**config.mk**
```make
export PLATFORM = sky130hd
export DESIGN_NAME = port_sdcm_fifo
export DESIGN_NICKNAME = d
export VERILOG_FILES = /design/src/rtl/port_sdcm_fifo.sv
export SDC_FILE = /design/constraint.sdc
export NUM_CORES = 1
export LEC_CHECK = 0
export CORE_MARGIN = 3
export CORE_UTILIZATION = 30
export DETAILED_ROUTE_END_ITERATION = 7
export HOLD_SLACK_MARGIN = 0.02
export PLACE_DENSITY_LB_ADDON = 0.3
export SLEW_MARGIN = 20
export SYNTH_ARGS = -nofsm -noshare
export SYNTH_HDL_FRONTEND = slang
export SYNTH_SLANG_ARGS = --single-unit
```
**constraint.sdc**
```tcl
create_clock -name clk -period 4 [get_ports clk]
set_clock_uncertainty 0.2 [all_clocks]
set_input_delay 0.6 -clock clk [delete_from_list [all_inputs] [get_ports clk]]
set_output_delay 0.6 -clock clk [all_outputs]
set_load 0.03 [all_outputs]
```
**src/rtl/port_sdcm_fifo.sv**
```systemverilog
// PicoBlaze port bridge to the sdspihost SD-card block reader with a prefetch FIFO.
// Define PORT_SDCM_AUTOINC_EN to advance host_block_addr after each completed block.
module port_sdcm_fifo #(
  parameter int ADDR_BYTES  = 4,
  parameter int FIFO_DEPTH  = 16,
  parameter int BLOCK_BYTES = 512
) (
  input  logic        clk,
  input  logic        reset,
  input  logic        enable,
  input  logic [1:0]  addr,
  input  logic        w_strobe,
  input  logic        r_strobe,
  input  logic [7:0]  din,
  output logic [7:0]  dout,
  input  logic        host_busy,
  input  logic        host_err,
  input  logic [7:0]  host_data,
  output logic        host_r_block,
  output logic        host_r_byte,
  output logic [31:0] host_block_addr
);

  localparam int AW = $clog2(FIFO_DEPTH);
  localparam int CW = AW + 1;
  localparam int RW = $clog2(BLOCK_BYTES + 1);
  localparam logic [RW-1:0] BLK      = RW'(BLOCK_BYTES);
  localparam logic [CW-1:0] DEPTH    = CW'(FIFO_DEPTH);
  localparam logic [1:0]    LAST_IDX = 2'(ADDR_BYTES - 1);

  typedef enum logic [2:0] {
    S_IDLE, S_ADDR, S_FETCH, S_PUSH, S_REQ, S_SETTLE, S_ERROR
  } state_t;

  state_t          state, state_nxt;
  logic [1:0]      idx;
  logic [RW-1:0]   rem;
  logic            err, underflow, cmd_rej;
  logic [7:0]      mem [FIFO_DEPTH];
  logic [AW-1:0]   wr_ptr, rd_ptr;
  logic [CW-1:0]   cnt;
  logic [31:0]     rem_w;
  logic [7:0]      rem_sat, head, status;

  logic cmd_wr, cmd_load, cmd_start, cmd_abort;
  logic accepted, rejected, block_done;
  logic fifo_full, fifo_empty, push, pop_req, pop;

  assign cmd_wr     = enable && w_strobe && (addr == 2'd0);
  assign cmd_load   = cmd_wr && (din == 8'h01);
  assign cmd_start  = cmd_wr && (din == 8'h02);
  assign cmd_abort  = cmd_wr && (din == 8'h08);
  assign fifo_full  = (cnt == DEPTH);
  assign fifo_empty = (cnt == {CW{1'b0}});
  assign push       = (state == S_PUSH) && !cmd_abort;
  assign pop_req    = enable && r_strobe && (addr == 2'd1);
  assign pop        = pop_req && !fifo_empty && !cmd_abort;
  assign block_done = push && (rem == RW'(1));

  // Abort always wins; LOAD is honoured from IDLE and ERROR, START only from IDLE.
  assign accepted = cmd_abort || ((state == S_IDLE) && (cmd_load || cmd_start))
                    || ((state == S_ERROR) && cmd_load);
  assign rejected = (cmd_load || cmd_start) && !accepted
                    && (state != S_IDLE) && (state != S_ADDR);

  // State register
  always_ff @(posedge clk or negedge reset) begin
    if (!reset) state <= S_IDLE;
    else        state <= state_nxt;
  end

  // Next-state logic
  always_comb begin
    state_nxt = state;
    if (cmd_abort) begin
      state_nxt = S_IDLE;
    end else begin
      case (state)
        S_IDLE:   if (cmd_load) state_nxt = S_ADDR;
                  else if (cmd_start) state_nxt = S_FETCH;
                  else state_nxt = S_IDLE;
        S_ADDR:   if (cmd_wr && (idx == LAST_IDX)) state_nxt = S_IDLE;
                  else state_nxt = S_ADDR;
        S_FETCH:  if (host_err) state_nxt = S_ERROR;
                  else if (!host_busy && !fifo_full) state_nxt = S_PUSH;
                  else state_nxt = S_FETCH;
        S_PUSH:   if (block_done) state_nxt = S_IDLE;
                  else state_nxt = S_REQ;
        S_REQ:    state_nxt = S_SETTLE;
        S_SETTLE: state_nxt = S_FETCH;
        S_ERROR:  if (cmd_load) state_nxt = S_ADDR;
                  else state_nxt = S_ERROR;
        default:  state_nxt = S_IDLE;
      endcase
    end
  end

  // Host handshake outputs, decoded from state so reset drops them at once
  always_comb begin
    host_r_block = 1'b0;
    host_r_byte  = 1'b0;
    case (state)
      S_FETCH, S_PUSH, S_SETTLE: host_r_block = 1'b1;
      S_REQ:   begin host_r_block = 1'b1; host_r_byte = 1'b1; end
      default: host_r_block = 1'b0;
    endcase
  end

  // Address byte index, block address and remaining-byte counter
  always_ff @(posedge clk or negedge reset) begin
    if (!reset) begin
      idx             <= 2'd0;
      rem             <= {RW{1'b0}};
      host_block_addr <= 32'h0000_0000;
    end else begin
      if (accepted && cmd_load) idx <= 2'd0;
      else if ((state == S_ADDR) && cmd_wr && !cmd_abort) idx <= idx + 2'd1;
      else idx <= idx;

      if (cmd_abort) rem <= {RW{1'b0}};
      else if (accepted && cmd_start) rem <= BLK;
      else if (push) rem <= rem - RW'(1);
      else rem <= rem;

      if ((state == S_ADDR) && cmd_wr && !cmd_abort)
        host_block_addr[{idx, 3'b000} +: 8] <= din;
`ifdef PORT_SDCM_AUTOINC_EN
      else if (block_done)
        host_block_addr <= (host_block_addr + 32'd1) &
                           ((ADDR_BYTES >= 4) ? 32'hFFFF_FFFF : ((32'd1 << (8 * ADDR_BYTES)) - 32'd1));
`endif
      else
        host_block_addr <= host_block_addr;
    end
  end

  // Sticky flags
  always_ff @(posedge clk or negedge reset) begin
    if (!reset) begin
      err       <= 1'b0;
      underflow <= 1'b0;
      cmd_rej   <= 1'b0;
    end else if (cmd_abort) begin
      err       <= 1'b0;
      underflow <= 1'b0;
      cmd_rej   <= 1'b0;
    end else begin
      err       <= err | ((state == S_FETCH) && host_err);
      underflow <= underflow | (pop_req && fifo_empty);
      if (rejected) cmd_rej <= 1'b1;
      else if (accepted) cmd_rej <= 1'b0;
      else cmd_rej <= cmd_rej;
    end
  end

  // FIFO pointers and occupancy; a simultaneous push and pop leaves cnt unchanged
  always_ff @(posedge clk or negedge reset) begin
    if (!reset) begin
      wr_ptr <= {AW{1'b0}};
      rd_ptr <= {AW{1'b0}};
      cnt    <= {CW{1'b0}};
    end else if (cmd_abort) begin
      wr_ptr <= {AW{1'b0}};
      rd_ptr <= {AW{1'b0}};
      cnt    <= {CW{1'b0}};
    end else begin
      wr_ptr <= push ? wr_ptr + AW'(1) : wr_ptr;
      rd_ptr <= pop  ? rd_ptr + AW'(1) : rd_ptr;
      case ({push, pop})
        2'b10:   cnt <= cnt + CW'(1);
        2'b01:   cnt <= cnt - CW'(1);
        default: cnt <= cnt;
      endcase
    end
  end

  // FIFO storage
  always_ff @(posedge clk) begin
    if (push) mem[wr_ptr] <= host_data;
    else      mem[wr_ptr] <= mem[wr_ptr];
  end

  // Read mux
  always_comb begin
    rem_w   = 32'(rem);
    rem_sat = (rem_w > 32'd255) ? 8'hFF : rem_w[7:0];
    head    = fifo_empty ? 8'h00 : mem[rd_ptr];
    status  = {2'b00, cmd_rej, underflow, fifo_full, err,
               (state != S_IDLE) && (state != S_ERROR), !fifo_empty};
    dout    = 8'h00;
    if (enable && r_strobe) begin
      case (addr)
        2'd0:    dout = status;
        2'd1:    dout = head;
        2'd2:    dout = 8'(cnt);
        2'd3:    dout = rem_sat;
        default: dout = 8'h00;
      endcase
    end else begin
      dout = 8'h00;
    end
  end

endmodule
```
==> results.ini <==
[outcome]
status=finished, final reports clean

[die]
die_w_microns=174
core-area_sq_um=27900
fp-row-count=61
pin_count=67
die_area_sq_um=30400
fp.dieH_microns=174
initial_utilization=0.305

[route]
wire_per_inst_microns=18.9
antenna_left=0
drc_errors=0
via_per_inst=4.91
first_pass_iters=5
vias=5334
wirelength_microns=20500
drt_iter0_drc=492

[critical_path]
worstPathMaxFanout=7
max_stage_delay_ps=690
crit_buf_inv=1
worst-setup-path-type=flip-flop to output port
cpMaxStageDelayCell=clkdlybuf4s50_1
crit_chain=nor2b_1 > a22oi_1 > a311oi_1 > o21a_1 > clkdlybuf4s50_1
critical_path_arrival_ps=2930
cpLargestDelayFamily=compound AO/OA/AOI/OAI gates
critPathRequiredTime_ps=3200
crit_path_end_kind=output port
startpoint_type=flip-flop

[sta]
slew_headroom=0.406
fin_crit_sh=0.934
tightest_slew_ps=889
grt_setup_unrepaired=no
finalSetupViolCount=0
maxSlewViolCount=0
final-hold-violation-count=0
timing.setup.tns_ps=0
period_minus_slack_ps=3730
timing.fmax_ghz=0.268

[placement]
io_buffers=66
dp_cells=1054
dpl.hpwl_microns=13700
placed_cell_area_sq_um=9630
gp_congestion=0.831

[logic_synthesis]
ys_ff_latch=191
synth_edf_count=128
ys_async_sr_fraction=0.330
synth-main-ff-cell=edfxtp_1
synth_seq_area_share=0.637
syn_avg_cell_area_sq_um=13.5
syn_nets=669
syn_inst=629
synth_area_sq_um=8510
synth.distinct_cells=67
ys.warnings.count=0

[global_routing]
gr-max-usage-layer=met2
grt_first_pass_wirelength_microns=32200
grt_util_met1=0.203
grt_usage=0.138
use_met3=0.0266
overflow=0
antenna_found_initial=0
grt_pass1_vias=5303
grt_start_max_net_pins=39
gr-usage-met2=0.209

[cts]
cts_root_buf=clkbuf_16
cts_max_level=4
clock-sinks=191
clk_pin_slew_ps=80
clk_latency_ps=430
tritoncts=done
cts_resized=0
cts_buffers=17
cts_setup_buffers=0
cts_buffer_depth=2
ctsHoldBuffers=0

[pwr]
report.power.total_mw=6.02
irDropWorstVdd_v=0.000285
p_per_area_nw_per_um2=587
leakagePower_nw=3.55

[cells_and_area]
nNetsFinal=735
diodes=0
drive_gt1_frac=0.134
finish.utilization=0.368
final_cells=1086
n_fill_cell=2705
area_growth_pct=20.5
design_area_sq_um=10300

[min_path]
hp-class=input port to async pin

[flow_run]
cap_violations=0

[registers in the layout (all words and copies together), names as in the netlist]
signal	flops
mem	128
wr_ptr	4
cnt	5
rem	10
rd_ptr	4
err	1
underflow	1
idx	2
cmd_rej	1
host_block_addr	32
state	3
[area by class of cell]
| type | instances | area [sq um] | share of cell area |
|---|---|---|---|
| flip-flops and latches | 191 | 5420 | 0.529 |
| multi-input cells | 393 | 2890 | 0.282 |
| repair buffers | 80 | 803 | 0.0784 |
| well taps | 378 | 473 | 0.0461 |
| clock buffers | 17 | 425 | 0.0415 |
| clock inverters | 15 | 195 | 0.0190 |
| inverters | 12 | 45.0 | 0.00439 |
[logic make-up (layout without fill, tap and decap cells)]
group | Yosys count | count (layout) | synth area share
adder cells (fa/ha/maj) | 16 | 16 | 0.0232
AO/OA/AOI/OAI | 114 | 114 | 0.0878
AND/OR/NAND/NOR | 213 | 213 | 0.121
XOR/XNOR | 15 | 15 | 0.0176
buffers and inverters | 45 | 124 | 0.0237
flip-flops | 191 | 191 | 0.637
multiplexers | 35 | 35 | 0.0897
[routing by layer]
layer  vias to the layer above  wire length, microns
met5                         -                     0
met4                         0                   245
met3                        14                   958
met2                       160                  9420
met1                      2661                  9880
li1                       2499                     -
[worst paths after layout]
kind	from	endpoint	slack, ps	cells after the start
max	rd_ptr[3]	dout[0]	270	5
min	reset	host_block_addr[1]	70	1
max reg2reg	state[1]	cnt[4]	1110	9
min reg2reg	host_block_addr[30]	host_block_addr[30]	280	2
max in group asynchronous	reset	rem[7]	2510	3
min in group clk	host_block_addr[30]	host_block_addr[30]	280	2
[report_power, final]
part	total [mW]	switching [mW]	internal, mW
combinational	1.71	0.957	0.753
sequential	2.55	0.261	2.29
clock	1.76	0.894	0.866
total	6.02	2.11	3.91
[through the flow]
step	hold WS [ps]	setup WS, ps
2_1_floorplan	104	1100
3_3_place_gp	262	448
3_5_place_dp	269	420
4_1_cts	94.9	203
5_1_grt	146	67.0
6_report	74.3	266
[cell usage in the layout, fill, tap and decap left out, drive strengths merged, types with 6 or more instances in the layout]
cell type / n
clkinv: 6
a21oi: 21
mux4: 33
nand3: 7
dfrtp: 63
inv: 21
clkdlybuf4s50: 62
clkbuf: 17
o21ai: 44
nor2: 40
a31oi: 9
nor3: 14
ha: 15
or3: 6
and3: 6
buf: 18
edfxtp: 128
and2: 14
nand2: 100
a22oi: 10
xor2: 9
xnor2: 6
[cells in the mapped netlist (all sizes together) (10+ instances only)]
cell    count  area, sq um
nor3       14         75.1
edfxtp    128         3840
a21oi      21          105
buf        15         87.6
nand2     100          375
o21ai      44          220
ha         15          188
mux4       33          743
a22oi      10         75.1
and2       14         87.6
nor2       40          150
clkbuf     18         68.8
dfrtp      63         1580
inv        12         45.0
Power figures use the tool's default switching activity.
